**src/rtl/ace_pkg.sv**
```systemverilog
// Shared ACE snoop channel types and CR response bit positions.
package ace_pkg;

  localparam int unsigned CrW   = 5;
  localparam int unsigned AddrW = 32;
  localparam int unsigned DataW = 32;

  localparam int unsigned CR_DT = 0;  // DataTransfer
  localparam int unsigned CR_ERR = 1; // Error
  localparam int unsigned CR_PD = 2;  // PassDirty
  localparam int unsigned CR_IS = 3;  // IsShared
  localparam int unsigned CR_WU = 4;  // WasUnique

  typedef struct packed {
    logic [AddrW-1:0] addr;
    logic [3:0]       snoop;
    logic [2:0]       prot;
  } ac_chan_t;

  typedef struct packed {
    logic [CrW-1:0] resp;
  } cr_chan_t;

  typedef struct packed {
    logic [DataW-1:0] data;
    logic             last;
  } cd_chan_t;

  typedef struct packed {
    logic     ac_valid;
    ac_chan_t ac;
    logic     cr_ready;
    logic     cd_ready;
  } snoop_req_t;

  typedef struct packed {
    logic     ac_ready;
    logic     cr_valid;
    cr_chan_t cr;
    logic     cd_valid;
    cd_chan_t cd;
  } snoop_resp_t;

endpackage

```
**src/rtl/lzc.sv**
```systemverilog
// Leading/trailing zero counter (common_cells interface). MODE=0 counts trailing zeros.
module lzc #(
  parameter int unsigned WIDTH     = 2,
  parameter bit          MODE      = 1'b0,
  parameter int unsigned CNT_WIDTH = (WIDTH > 32'd1) ? $clog2(WIDTH) : 32'd1
) (
  input  logic [WIDTH-1:0]     in_i,
  output logic [CNT_WIDTH-1:0] cnt_o,
  output logic                 empty_o
);

  // Both modes reduce to "last set bit visited wins, count = WIDTH-1-i";
  // only the visiting order differs.
  always_comb begin
    cnt_o = '0;
    for (int unsigned i = 0; i < WIDTH; i++) begin
      if (MODE) begin
        if (in_i[i]) cnt_o = CNT_WIDTH'(WIDTH - 1 - i);
      end else begin
        if (in_i[WIDTH-1-i]) cnt_o = CNT_WIDTH'(WIDTH - 1 - i);
      end
    end
  end

  assign empty_o = ~|in_i;

endmodule

```
**src/rtl/snoop_bcast.sv**
```systemverilog
// Broadcasts one upstream snoop to all master ports, ORs their CR replies and forwards one CD
// stream. Define SNOOP_BCAST_EXCL_EN to add the per-port excl_i exclusion input.
module snoop_bcast #(
  parameter type         snoop_req_t  = ace_pkg::snoop_req_t,
  parameter type         snoop_resp_t = ace_pkg::snoop_resp_t,
  parameter type         ac_chan_t    = ace_pkg::ac_chan_t,
  parameter type         cr_chan_t    = ace_pkg::cr_chan_t,
  parameter type         cd_chan_t    = ace_pkg::cd_chan_t,
  parameter int unsigned NoMstPorts   = 32'd2
) (
  input  logic                  clk_i,
  input  logic                  rst_ni,
`ifdef SNOOP_BCAST_EXCL_EN
  input  logic [NoMstPorts-1:0] excl_i,
`endif
  input  snoop_req_t            slv_req_i,
  output snoop_resp_t           slv_resp_o,
  output snoop_req_t            mst_reqs_o  [NoMstPorts],
  input  snoop_resp_t           mst_resps_i [NoMstPorts]
);
  import ace_pkg::*;

  typedef enum logic [2:0] {IDLE, FORK, COLLECT, RESP, DATA} state_e;

  localparam int unsigned IdxW = (NoMstPorts > 32'd1) ? $clog2(NoMstPorts) : 32'd1;

  state_e                state_q, state_d;
  ac_chan_t              ac_q, ac_d;
  logic [NoMstPorts-1:0] acc_mask_q, acc_mask_d, cr_mask_q, cr_mask_d, done_q, done_d;
  cr_chan_t              cr_q [NoMstPorts];
  cr_chan_t              cr_d [NoMstPorts];
  cr_chan_t              cr_merged;
  cd_chan_t              cd_sel;
  logic [NoMstPorts-1:0] excl, dt, ac_hs, cr_hs, cd_last_hs;
  logic [IdxW-1:0]       sel;
  logic                  dt_empty;

`ifdef SNOOP_BCAST_EXCL_EN
  assign excl = excl_i;
`else
  assign excl = '0;
`endif

  always_comb begin
    cr_merged = '0;
    dt        = '0;
    for (int unsigned i = 0; i < NoMstPorts; i++) begin
      cr_merged.resp = cr_merged.resp | cr_q[i].resp;
      dt[i]          = cr_q[i].resp[CR_DT];
    end
  end

  lzc #(
    .WIDTH     (NoMstPorts),
    .MODE      (1'b0),
    .CNT_WIDTH (IdxW)
  ) i_sel_lzc (
    .in_i    (dt),
    .cnt_o   (sel),
    .empty_o (dt_empty)
  );

  assign cd_sel = mst_resps_i[sel].cd;

  always_comb begin
    slv_resp_o = '0;
    for (int unsigned i = 0; i < NoMstPorts; i++) mst_reqs_o[i] = '0;
    unique case (state_q)
      IDLE: slv_resp_o.ac_ready = 1'b1;
      // CR is accepted while FORK is still waiting on slow AC ports.
      FORK, COLLECT: begin
        for (int unsigned i = 0; i < NoMstPorts; i++) begin
          mst_reqs_o[i].ac_valid = (state_q == FORK) && !acc_mask_q[i];
          if (mst_reqs_o[i].ac_valid) mst_reqs_o[i].ac = ac_q;
          mst_reqs_o[i].cr_ready = !cr_mask_q[i];
        end
      end
      RESP: begin
        slv_resp_o.cr_valid = 1'b1;
        slv_resp_o.cr       = cr_merged;
      end
      DATA: begin
        for (int unsigned i = 0; i < NoMstPorts; i++) begin
          if (dt[i] && !done_q[i]) begin
            mst_reqs_o[i].cd_ready = (IdxW'(i) == sel) ? slv_req_i.cd_ready : 1'b1;
          end
        end
        if (!dt_empty && !done_q[sel]) begin
          slv_resp_o.cd_valid = mst_resps_i[sel].cd_valid;
          slv_resp_o.cd       = cd_sel;
        end
      end
      default: ;
    endcase
  end

  always_comb begin
    ac_hs      = '0;
    cr_hs      = '0;
    cd_last_hs = '0;
    for (int unsigned i = 0; i < NoMstPorts; i++) begin
      ac_hs[i]      = mst_reqs_o[i].ac_valid & mst_resps_i[i].ac_ready;
      cr_hs[i]      = mst_reqs_o[i].cr_ready & mst_resps_i[i].cr_valid;
      cd_last_hs[i] = mst_reqs_o[i].cd_ready & mst_resps_i[i].cd_valid & mst_resps_i[i].cd.last;
    end
  end

  always_comb begin
    state_d    = state_q;
    ac_d       = ac_q;
    acc_mask_d = acc_mask_q | ac_hs;
    cr_mask_d  = cr_mask_q | cr_hs;
    done_d     = done_q | cd_last_hs;
    cr_d       = cr_q;
    for (int unsigned i = 0; i < NoMstPorts; i++) begin
      if (cr_hs[i]) cr_d[i] = mst_resps_i[i].cr;
    end
    unique case (state_q)
      IDLE: begin
        if (slv_req_i.ac_valid) begin
          state_d    = FORK;
          ac_d       = slv_req_i.ac;
          acc_mask_d = excl;
          cr_mask_d  = excl;
          done_d     = '0;
          for (int unsigned i = 0; i < NoMstPorts; i++) cr_d[i] = '0;
        end
      end
      FORK:    if (&acc_mask_d) state_d = COLLECT;
      COLLECT: if (&cr_mask_d) state_d = RESP;
      RESP: begin
        if (slv_req_i.cr_ready) state_d = cr_merged.resp[CR_DT] ? DATA : IDLE;
      end
      DATA:    if ((done_d & dt) == dt) state_d = IDLE;
      default: state_d = IDLE;
    endcase
  end

  always_ff @(posedge clk_i) begin
    if (!rst_ni) begin
      state_q    <= IDLE;
      ac_q       <= '0;
      acc_mask_q <= '0;
      cr_mask_q  <= '0;
      done_q     <= '0;
      cr_q       <= '{default: '0};
    end else begin
      state_q    <= state_d;
      ac_q       <= ac_d;
      acc_mask_q <= acc_mask_d;
      cr_mask_q  <= cr_mask_d;
      done_q     <= done_d;
      cr_q       <= cr_d;
    end
  end

endmodule

```
**config.mk**
```make
export PLATFORM = sky130hd
export DESIGN_NAME = snoop_bcast
export DESIGN_NICKNAME = d
export VERILOG_FILES = /design/src/rtl/ace_pkg.sv /design/src/rtl/lzc.sv /design/src/rtl/snoop_bcast.sv
export SDC_FILE = /design/constraint.sdc
export NUM_CORES = 1
export LEC_CHECK = 0
export BUFFER_PORTS_ARGS = -buffer_cell sky130_fd_sc_hd__buf_2
export CAP_MARGIN = 20
export CORE_AREA = 2 2 98 100
export CTS_CLUSTER_DIAMETER = 60
export DETAILED_ROUTE_END_ITERATION = 6
export DIE_AREA = 0 0 100 102
export GPL_TIMING_DRIVEN = 0
export PLACE_DENSITY = 0.86
export SLEW_MARGIN = 5
export SYNTH_ARGS = -nofsm -noshare
export SYNTH_HDL_FRONTEND = slang
export SYNTH_HIERARCHICAL = 1
export SYNTH_SLANG_ARGS = --single-unit
```
**constraint.sdc**
```tcl
create_clock -name clk_i -period 2 [get_ports clk_i]
set_input_delay 0.1 -clock clk_i [delete_from_list [all_inputs] [get_ports clk_i]]
set_output_delay 0.1 -clock clk_i [all_outputs]
set_load 0.02 [all_outputs]
```
### Yosys cells after proc, flatten, opt, wreduce, memory -nomap -nowiden

Cells that the tools add are included.
W data, S select, Z words.

* bits in registers: 58
* output and inout port bits: 125
* word-level logic and storage cells: 92

* magnitude comparators: 2
* eq/ne operators: 10
* multiplexer cells: 38
* bitwise operators: 14
* reduce and logical (&&, ||, !) cells: 19

Operator list (count)
* $mux W34: 5
* $mux W41: 2
* $mux W39: 2
* $mux W10: 2
* $mux W3: 6
* $pmux W3 S5: 1
* $mux W2: 6
* $mux W1: 11
* $mux W5: 2
* $and A1 B1 Y1: 8
* $ne A2 B2 Y1 const B: 4
* $logic_not A1 Y1: 7
* $eq A3 B2 Y1 const B: 2
* $mux W6: 1
* $or A2 B2 Y2: 3
* $reduce_and A2 Y1: 3
* $logic_and A1 B1 Y1: 5
* $or A5 B5 Y5: 1
* $reduce_and A5 Y1: 1
* $reduce_or A2 Y1: 2
* $eq A3 B1 Y1 const B: 1
* $eq A3 B3 Y1 const B: 1
* $logic_not A3 Y1: 1
* $and A2 B2 Y2: 1
* 5 further kinds: 5

### Longest topological paths before layout

Gate-level depths: netlist of the first run.

* word-level depth: 12
* gate-level depth with buffers: 7
* mapped depth without buffers: 6

### By module

The synthesis of the first run kept the hierarchy.

By module, submodules not included
* snoop_bcast: instances 1, cells each 443, area each 3417.0 um2, seq. area each 1161.1 um2
* lzc: instances 1, cells each 2, area each 12.5 um2, seq. area each 0.0 um2

### Worst setup path before layout of the first run

Ideal clock, no wire load.

* kind: register -> output
* from: register cr_q[0] (netlist bit)
* to: output port slv_resp_o[10] (netlist bit)
* data arrival time: 1.644 ns
* path slack: 0.256 ns
* cell stages (with the launch flop): 7
* path buffers: 2
* cell sequence: dfxtp_1 -> nor2b_2 -> buf_2 -> mux2i_1 -> nand3b_1 -> clkbuf_1 -> nor2_1

RTL lines
* from (decl): RTL line snoop_bcast.sv:30 `cr_chan_t cr_q [NoMstPorts];`
* from (signal assigned): RTL line snoop_bcast.sv:153 `cr_q <= cr_d;`
* to (decl): RTL line snoop_bcast.sv:17 `output snoop_resp_t slv_resp_o,`

==> flow_summary.toml, run 1 <==
[setup_path]
worst_r2r_end = "state_q[1]"
cp_max_fo = 10
cp.arrival_ns = 1.88
critPathLaunchType = "register"
r2r.worst_path.cells = 8
cpPeakStageDelay_ns = 0.38
cp_slowest_cell = "sky130_fd_sc_hd__dfxtp_4"
path_common_cell = "sky130_fd_sc_hd__buf_6"
end_kind = "output port"
required_worst_endpoint_ns = 1.90
critical_path.cell_chain = "nor2b_4 > buf_6 > mux2i_1 > nand3b_1 > buf_6 > clkbuf_8 > nor2_1 > buf_4"
top_cell_family_by_delay_on_the_critical_path = "buffers and inverters"
cp.buffers_inverters = 4
rrSetupSlack_ns = 0.29
r2r_start = "cr_q[0]"
worstSetupPathType = "register to output port"

[global_routing]
via_count_of_the_first_global_routing_pass = 3789
overall_overflow_remaining_after_global_route = 0
grt_usage_pct = 22.2
number_of_antenna_violations_at_the_first_check_in_global_routing = 0
grt_pass1_wl_mm = 17.7
maximum_number_of_pins_on_one_net_before_global_route_repair = 13

[route]
routedWlPerCell_um = 14.3
routed_wirelength_mm = 12.3
first_pass_iters = 4
remaining_drc_errors = 0
antenna_violating_nets_left = 0
first_iter_violations = 99
num_vias = 4083
post_drt_via_cell_ratio = 4.74

[yosys]
yosys.cell_types.count = 33
yosysWarnings = 6
post_synth_arst_share_pct = 0
synth_enable_flop_cells = 0
post-synth-top-area-cell = "sky130_fd_sc_hd__dfxtp_1"
postSynthCellCount = 445
yosys.area.top_type_share_pct = 33.9
post_synth_most_frequent_cells = "sky130_fd_sc_hd__nand2_1, sky130_fd_sc_hd__and2_1, sky130_fd_sc_hd__nor2_1"
post_synth_instance_area_sq_um = 3430
syn_nets = 571
yosys-top-cells-area = "sky130_fd_sc_hd__dfxtp_1, sky130_fd_sc_hd__and2_1, sky130_fd_sc_hd__mux2i_1"
synth.most_common_cell = "sky130_fd_sc_hd__nand2_1"
ys.flop_type = "sky130_fd_sc_hd__dfxtp_1"
synth_seq_area_share_pct = 33.9
post_synth.cell_area_avg_sq_um = 7.71
ys_ff_latch = 58

[cts]
cts_sinks = 58
worst_skew_pair.late_latency_ns = 0.33
tritoncts = "built"
number_of_buffers_created_by_cts = 9
htree_num_levels = 3
clk_pin_slew_worst_paths_ns = 0.08
cts_root_buf = "sky130_fd_sc_hd__clkbuf_8"
cts.path.max_buffers = 2

[sta]
fmax_mhz = 504
final.hold.worst_slack_ns = 0.0146
setup_viol = 0
timing.max_slew.rel_slack_pct = 66.0
final_hold_viol_count = 0
worst_clock_skew_on_the_final_layout_ns = 0.00781
final_critical_path_setup_slack_ns = 0.0165
rsz0062_at_grt = "true"
fin_crit_ns = 1.98
fin_crit_sh_pct = 99.2
tightest_slew_ns = 0.510
timing.final.max_slew_violations = 0

[cells_and_area]
layout-area-overhead-vs-synth_pct = 67.5
drive_above_1_share_pct = 44.3
filler_cell_count = 751
nets = 871
n_antenna_cell = 0
fin_util_pct = 63.0

[min_path]
holdCritPathClass = "input pin to register"
startpoint_of_the_worst_hold_path = "mst_resps_i[76]"
min_delay_path_depth = 3
hold_path_end = "cr_q[6]"

[placement]
port-buffer-count = 249
dp_hpwl_mm = 9.18
pre_cts_slack_ns = -0.0420
gp_routability_congestion = 0.885

[die]
io_pins = 251
floorplan.die_area_sq_um = 10200
row_count = 35
initial_core_util_pct = 37.7
core-area_sq_um = 9110
die_width_um = 100
die_y_um = 102

[outcome]
run_status = "finished, final reports clean"

[pwr]
p_leak_nw = 2.81
pwr_density_cell_nw_per_um2 = 951
irDropWorstVdd_uv = 684

[job]
cap_viol_max_count = 0
-- registers in the layout, summed over array words and instances (netlist names) --
signal / count
ac_q: 39
cr_q: 10
state_q: 3
acc_mask_q: 2
cr_mask_q: 2
done_q: 2
-- worst register-to-register path: stages, from the launching register on --
cell and delay (ns):
sky130_fd_sc_hd__dfxtp_4 0.37, sky130_fd_sc_hd__nor2b_4 0.13, sky130_fd_sc_hd__buf_6 0.12, sky130_fd_sc_hd__buf_4 0.14, sky130_fd_sc_hd__nor2b_1 0.14, sky130_fd_sc_hd__nor2_1 0.17, sky130_fd_sc_hd__nand4bb_1 0.15, sky130_fd_sc_hd__nand4_1 0.21
sky130_fd_sc_hd__mux2i_1 0.18
-- metal layers --
layer	share of wire (%)	up-vias	routed length, um	track usage (%)
met5	0	-	0	0
met4	2.6	0	323	8.75
met3	6.3	26	774	5.40
met2	53	190	6470	42.7
met1	38	1824	4700	23.2
li1	-	2043	-	-
-- stage by stage --
step                setup TNS (ns)  area (sq um)  cells  total power [mW]
floorplan                        0          3430    445              3.10
global placement            -0.102          4810    805              3.77
detailed placement          -0.117          4810    805              3.82
CTS                       -0.00171          5420    852              5.28
global route                -0.719          5740    861              5.84
finish                           0          5740    861              5.46
-- cell families after synthesis --
group | after synthesis | share of synthesized area [%]
simple gates | 256 | 36.7
flops | 58 | 33.9
compound gates | 49 | 10.3
mux | 48 | 14.0
buf+inv | 33 | 4.38
xor+xnor | 1 | 0.803
-- final cells by class --
class	count	area, sq um	share of cell area (%)
Multi-Input combinational cell	354	2200	38.3
Clock inverter	7	125	2.18
Clock buffer	9	124	2.16
Inverter	2	7.51	0.131
Buffer	31	234	4.07
Tap cell	111	139	2.42
Timing Repair Buffer	289	1750	30.4
Sequential cell	58	1170	20.3
-- repair_timing --
action	4_1_cts	5_1_grt
endpoints found under the setup margin	114	111
endpoints found under the hold margin	25	2
gates resized for setup	26	104
pin swaps	0	3
gates cloned	0	2
setup buffers	6	5
hold buffers	25	2
-- how the worst max path moves through the flow --
| stage | start | to | cells past startpoint |
|---|---|---|---|
| global placement | cr_q[0] | slv_resp_o[12] | 6 |
| global route | cr_q[0] | slv_resp_o[25] | 8 |
| CTS | state_q[0] | mst_reqs_o[50] | 6 |
| detailed placement | cr_q[0] | slv_resp_o[12] | 6 |
| floorplan | cr_q[0] | slv_resp_o[10] | 6 |
| finish | cr_q[0] | slv_resp_o[25] | 8 |
-- power breakdown --
part	switching (mW)	internal, mW	total, mW
sequential	0.154	1.38	1.53
combinational	1.48	1.09	2.57
clock	0.519	0.841	1.36
total	2.16	3.31	5.46
-- layout by cell type, fill, tap and decap left out, types with 2 or more instances in the layout --
cell type                       instances
sky130_fd_sc_hd__nor2_4                 4
sky130_fd_sc_hd__a21boi_1               6
sky130_fd_sc_hd__dfxtp_1               54
sky130_fd_sc_hd__bufinv_16              3
sky130_fd_sc_hd__buf_2                225
sky130_fd_sc_hd__dfxtp_2                3
sky130_fd_sc_hd__nor2_1                55
sky130_fd_sc_hd__nor3b_1                2
sky130_fd_sc_hd__clkinv_4               2
sky130_fd_sc_hd__clkbuf_4               2
sky130_fd_sc_hd__clkbuf_8              11
sky130_fd_sc_hd__a31oi_1                4
sky130_fd_sc_hd__inv_6                  2
sky130_fd_sc_hd__a21boi_0              33
sky130_fd_sc_hd__mux2i_2                2
sky130_fd_sc_hd__nor2_2                12
sky130_fd_sc_hd__nand3b_1               3
sky130_fd_sc_hd__dlygate4sd3_1         27
sky130_fd_sc_hd__a21oi_1                2
sky130_fd_sc_hd__clkbuf_1               7
sky130_fd_sc_hd__and2_1                79
sky130_fd_sc_hd__buf_4                 34
sky130_fd_sc_hd__nor3b_4                3
sky130_fd_sc_hd__buf_6                 21
sky130_fd_sc_hd__nand3_1                2
sky130_fd_sc_hd__mux2i_1               46
sky130_fd_sc_hd__nand2_1               88
Power figures use the tool's default switching activity.
==> run 2, diff against run 1 <==
Settings changed: CTS_CLUSTER_SIZE set to 30, RECOVER_POWER set to 50.
==> run 2 against run 1 <==
- combinational power shrank 3%
- cell count did not move
- via count increased by 0.39%
- register-to-register slack worse by 0.11 ns
- power fell by 1.4%
- highest routed layer unchanged
==> flow_summary.toml, run 2 (synthesis gave the netlist of run 1 again) <==
[outcome]
run_status = "finished, final reports clean"

[setup_path]
cp.buffers_inverters = 4
worstSetupPathType = "register to output port"
critical_path.cell_chain = "nor2b_4 > buf_6 > mux2i_1 > nand3b_1 > buf_6 > clkbuf_8 > nor2_1 > buf_4"
path_common_cell = "sky130_fd_sc_hd__buf_6"
critPathLaunchType = "register"
cp.arrival_ns = 1.89
cp_max_fo = 10
cpPeakStageDelay_ns = 0.38
end_kind = "output port"
cp_slowest_cell = "sky130_fd_sc_hd__dfxtp_4"
top_cell_family_by_delay_on_the_critical_path = "buffers and inverters"
required_worst_endpoint_ns = 1.90

[sta]
fmax_mhz = 504
final_critical_path_setup_slack_ns = 0.0142
setup_viol = 0
tightest_slew_ns = 0.488
worst_clock_skew_on_the_final_layout_ns = 0.00778
rsz0062_at_grt = "true"
timing.max_slew.rel_slack_pct = 67.5
fin_crit_ns = 1.99
final_hold_viol_count = 0
fin_crit_sh_pct = 99.3
timing.final.max_slew_violations = 0

[cells_and_area]
final_cell_mix = "sky130_fd_sc_hd__buf_2, sky130_fd_sc_hd__nand2_1, sky130_fd_sc_hd__and2_1"
top_regs = "ac_q (39), cr_q (10), state_q (3)"
n_antenna_cell = 0
register_area_sq_um = 1170
fin_util_pct = 62.5
max_flop_register = "ac_q"
layout_commonest_cell = "sky130_fd_sc_hd__buf_2"
multiInputGateArea_sq_um = 2170
largest_register_ffs = 39
layout-area-overhead-vs-synth_pct = 66.0
filler_cell_count = 763
nets = 871
drive_above_1_share_pct = 42.1

[route]
post_drt_via_cell_ratio = 4.76
remaining_drc_errors = 0
first_iter_violations = 116
routed_wirelength_mm = 12.3
first_pass_iters = 4
antenna_violating_nets_left = 0
num_vias = 4099
routedWlPerCell_um = 14.3

[die]
row_count = 35
die_y_um = 102
core-area_sq_um = 9110
initial_core_util_pct = 37.7
io_pins = 251
floorplan.die_area_sq_um = 10200
die_width_um = 100

[cts]
htree_num_levels = 3
cts.path.max_buffers = 2
worst_skew_pair.late_latency_ns = 0.34
tritoncts = "built"
cts_sinks = 58
clk_pin_slew_worst_paths_ns = 0.08
cts_root_buf = "sky130_fd_sc_hd__clkbuf_8"
number_of_buffers_created_by_cts = 9

[placement]
pre_cts_slack_ns = -0.0420
gp_routability_congestion = 0.885
port-buffer-count = 249
dp_hpwl_mm = 9.18

[global_routing]
grt_pass1_wl_mm = 17.7
maximum_number_of_pins_on_one_net_before_global_route_repair = 13
number_of_antenna_violations_at_the_first_check_in_global_routing = 0
overall_overflow_remaining_after_global_route = 0
via_count_of_the_first_global_routing_pass = 3789
grt_usage_pct = 22.2

[min_path]
holdCritPathClass = "input pin to register"

[job]
cap_viol_max_count = 0

[pwr]
pwr_density_cell_nw_per_um2 = 946
irDropWorstVdd_uv = 680
totalPowerFinal_mw = 5.39
p_leak_nw = 2.75
==> run 2: path summary, 6_finish.rpt <==
| path | from | endpoint | slack [ns] | depth (start not counted) |
|---|---|---|---|---|
| setup / recovery | cr_q[0] | slv_resp_o[25] | 0.01 | 8 |
| hold / removal | mst_resps_i[76] | cr_q[6] | 0.01 | 3 |
| setup reg to reg | state_q[0] | cr_q[9] | 0.18 | 6 |
| hold reg to reg | ac_q[16] | ac_q[16] | 0.46 | 2 |
==> run 2: through the flow <==
stage	hold slack, ns	instance area (sq um)	setup TNS (ns)	cells
2_1_floorplan	0.235	3430	0	445
3_3_place_gp	0.333	4810	-0.102	805
3_5_place_dp	0.344	4810	-0.117	805
4_1_cts	0.000134	5420	-0.00171	852
5_1_grt	0.000643	5690	-0.901	861
6_report	0.0104	5690	0	861
==> run 2: layout make-up <==
class / count / area share, %
Tap cell: 111 / 2.44
Clock inverter: 7 / 2.20
Buffer: 31 / 4.04
Multi-Input combinational cell: 354 / 38.0
Clock buffer: 9 / 2.18
Inverter: 2 / 0.132
Timing Repair Buffer: 289 / 30.4
Sequential cell: 58 / 20.5
==> run 2: power breakdown <==
part / total, mW / internal [mW] / switching (mW) / leakage, nW
sequential: 1.53 / 1.38 / 0.152 / 0.476
combinational: 2.49 / 1.04 / 1.46 / 2.15
clock: 1.36 / 0.841 / 0.524 / 0.124
==> run 2: what timing repair did <==
action,CTS,global route
hold buffers,25,2
gates cloned,0,2
gates resized for setup,26,104
hold endpoints to repair,25,2
pin swaps,0,3
endpoints found under the setup margin,114,111
buffers inserted,6,5
==> run 2: tightest hold or removal path, cell delays in order <==
cell and delay (ns):
sky130_fd_sc_hd__buf_2 0.08, sky130_fd_sc_hd__mux2i_1 0.06, sky130_fd_sc_hd__nor2_1 0.07
==> run 2: layer usage <==
metal	wire (um)	vias up	global-route usage, %
met5	0	-	0
met4	358	0	8.75
met3	826	32	5.40
met2	6450	198	42.7
met1	4660	1823	23.2
li1	-	2046	-
==> run 3, diff against run 2 <==
Settings changed: ABC_AREA set to 1, CORE_AREA 2 2 98 100 to 2 2 96 98, DIE_AREA 0 0 100 102 to 0 0 98 100, PLACE_DENSITY 0.86 to 0.87.
==> run 3 against run 2 <==
- power rose by 7.6%
- first-iteration DRC count is 24% lower
- clock-buffer cell count grew 3
- utilization shrank 7.4 points
- largest power group unchanged
- clock skew grew 0.0017 ns
- via count up 3.5%
- flip-flop and latch count unchanged
- synthesized cell count increased by 14%
- critical endpoint is now mst_reqs_o[24]
==> flow_summary.toml, run 3 <==
[outcome]
run_status = "finished, final reports clean"

[global_routing]
number_of_antenna_violations_at_the_first_check_in_global_routing = 2
overall_overflow_remaining_after_global_route = 0
grt_usage_pct = 22.7
grt_pass1_wl_mm = 17.6
maximum_number_of_pins_on_one_net_before_global_route_repair = 11
via_count_of_the_first_global_routing_pass = 3795

[die]
die_y_um = 100
row_count = 35
floorplan.die_area_sq_um = 9800
die_width_um = 98
core-area_sq_um = 8890
io_pins = 251
initial_core_util_pct = 36.5

[cts]
cts_root_buf = "sky130_fd_sc_hd__clkbuf_8"
clk_pin_slew_worst_paths_ns = 0.06
cts_sinks = 58
cts-hold-fix-buffers = 0
cts.path.max_buffers = 2
number_of_buffers_created_by_cts = 9
tritoncts = "built"
worst_skew_pair.late_latency_ns = 0.34
htree_num_levels = 3

[placement]
placedCellCount = 869
gp_routability_congestion = 0.869
port-buffer-count = 250
dp_hpwl_mm = 9.63
pre_cts_slack_ns = 0.199
dpl_cell_area_sq_um = 4630

[setup_path]
required_worst_endpoint_ns = 1.90
top_cell_family_by_delay_on_the_critical_path = "buffers and inverters"
cp.buffers_inverters = 4
worst_r2r_end = "ac_q[19]"
worstSetupPathType = "register to output port"
cp_max_fo = 10
r2r_start = "state_q[0]"
cpPeakStageDelay_ns = 0.45
critPathLaunchType = "register"
rrSetupSlack_ns = 0.22
end_kind = "output port"
critical_path.cell_chain = "inv_2 > nand3_4 > nor2_4 > inv_2 > clkbuf_1 > nor2_1 > buf_2"
r2r.worst_path.cells = 6
cp.arrival_ns = 1.79
path_common_cell = "sky130_fd_sc_hd__inv_2"
crit_path_start = "state_q[1]"
cp_slowest_cell = "sky130_fd_sc_hd__dfxtp_1"

[min_path]
hold_path_end = "cr_q[8]"
min_delay_path_depth = 3
startpoint_of_the_worst_hold_path = "mst_resps_i[78]"
holdCritPathClass = "input pin to register"

[yosys]
postSynthCellCount = 508
yosysWarnings = 6
synth_compound_gate_area_share_pct = 22.4
syn_nets = 634
synth_top_family_by_area = "simple AND/OR/NAND/NOR gates"
synth_enable_flop_cells = 0
post-synth-top-area-cell = "sky130_fd_sc_hd__dfxtp_1"
synth_seq_area_share_pct = 35.8
synth_simple_gate_area_share_pct = 27.3
post_synthesis_share_of_cell_area_spent_on_full_adders_half_adders_and_majority_gates_pct = 0
post_synth.cell_area_avg_sq_um = 6.38
yosys-top-cells-area = "sky130_fd_sc_hd__dfxtp_1, sky130_fd_sc_hd__a21oi_1, sky130_fd_sc_hd__nor2_1"
post_synth_most_frequent_cells = "sky130_fd_sc_hd__nor2_1, sky130_fd_sc_hd__a21oi_1, sky130_fd_sc_hd__nand2_1"
yosys.area.top_type_share_pct = 35.8
yosys.cell_types.count = 27
synth.mux.area_fraction_pct = 0
synth_xor_xnor_area_share_pct = 0
ys.flop_type = "sky130_fd_sc_hd__dfxtp_1"
synth.most_common_cell = "sky130_fd_sc_hd__nor2_1"
ys_ff_latch = 58
post_synth_instance_area_sq_um = 3240
post_synth_arst_share_pct = 0

[sta]
timing.final.max_slew_violations = 0
rsz0062_at_grt = "false"
final_critical_path_setup_slack_ns = 0.111
fmax_mhz = 529
tightest_slew_ns = 0.485
worst_clock_skew_on_the_final_layout_ns = 0.00952
final.hold.worst_slack_ns = 0.0426
fin_crit_ns = 1.89
timing.max_slew.rel_slack_pct = 67.6
final_hold_viol_count = 0
fin_crit_sh_pct = 94.4
fin_setup_tns_ns = 0
setup_viol = 0

[route]
remaining_drc_errors = 0
routed_wirelength_mm = 11.9
num_vias = 4241
antenna_violating_nets_left = 0
routedWlPerCell_um = 13.4
post_drt_via_cell_ratio = 4.78
first_pass_iters = 4
first_iter_violations = 88

[pwr]
p_leak_nw = 2.50
irDropWorstVdd_uv = 958
power.share.combinational_pct = 51.3
totalPowerFinal_mw = 5.80
sw_frac_of_total_pct = 45.4
p_sw_mw = 2.63
seqPwrFrac_pct = 27.5
p_clk_share_pct = 21.2
pwr_density_cell_nw_per_um2 = 1180
internal_power_mw = 3.16

[cells_and_area]
finish.instance_area_sq_um = 4900
layout-area-overhead-vs-synth_pct = 51.2
max_flop_register = "ac_q"
layout_commonest_cell = "sky130_fd_sc_hd__buf_2"
nets = 897
final_cell_mix = "sky130_fd_sc_hd__buf_2, sky130_fd_sc_hd__nor2_1, sky130_fd_sc_hd__nand2_1"
fin_util_pct = 55.1
largest_register_ffs = 39
drive_above_1_share_pct = 37.2
top_regs = "ac_q (39), cr_q (10), state_q (3)"
finalNonFillerCells = 888
filler_cell_count = 885

[job]
cap_viol_max_count = 0
## run 3: cell count changes in the layout (fill, tap and decap cells not counted), moves of 38 or more
cell,delta
sky130_fd_sc_hd__and2_1,-78
sky130_fd_sc_hd__nor2_1,+48
sky130_fd_sc_hd__a21oi_1,+77
sky130_fd_sc_hd__inv_1,+62
sky130_fd_sc_hd__mux2i_1,-46
sky130_fd_sc_hd__a21boi_0,-38
## run 3: what timing repair did
action | in CTS | in global routing
resized for setup | 10 | 22
pin swaps | 0 | 1
setup endpoints to repair | 44 | 86
setup buffers | 1 | 1
## run 3: logic make-up (layout without fill, tap and decap cells)
logic type,after synthesis,after routing
buffers and inverters,103,371
other,0,1
and+or+nand+nor,210,210
AOI/OAI and AO/OA,137,137
DFF,58,58
## run 3: final cells by class
type	instances	area [sq um]	share of cell area, %
Tap cell	111	139	2.84
Antenna cell	1	2.50	0.0511
Multi-Input combinational cell	347	1650	33.7
Clock inverter	4	73.8	1.51
Buffer	34	199	4.06
Timing Repair Buffer	252	1260	25.7
Inverter	69	259	5.29
Clock buffer	12	155	3.17
Sequential cell	58	1160	23.8
## run 3: worst min-delay path, stage by stage
cell and delay, ns:
sky130_fd_sc_hd__buf_2 0.09, sky130_fd_sc_hd__nor2_1 0.09, sky130_fd_sc_hd__a211oi_1 0.04
## run 3: power by group through the flow
stage / Combinational [mW] / Sequential, mW / Clock (mW)
after detailed placement: 2.98 / 1.62 / 0
final: 2.97 / 1.59 / 1.23
after floorplan: 2.11 / 1.59 / 0
after global routing: 3.31 / 1.62 / 1.29
after CTS: 3.02 / 1.59 / 1.25
after global placement: 2.95 / 1.61 / 0
## run 3: worst max path at each step
stage                     end  cells after the start
2_1_floorplan  mst_reqs_o[31]                      7
3_3_place_gp   slv_resp_o[29]                      7
6_report       mst_reqs_o[24]                      7
3_5_place_dp   slv_resp_o[31]                      7
4_1_cts        slv_resp_o[29]                      7
5_1_grt        slv_resp_o[20]                      8
## run 3: layer usage
layer | part of all wire [%] | GRT usage, %
met2 | 52 | 44.1
met3 | 8.3 | 6.27
met5 | 0.11 | 0
met1 | 37 | 22.8
met4 | 2.6 | 8.87
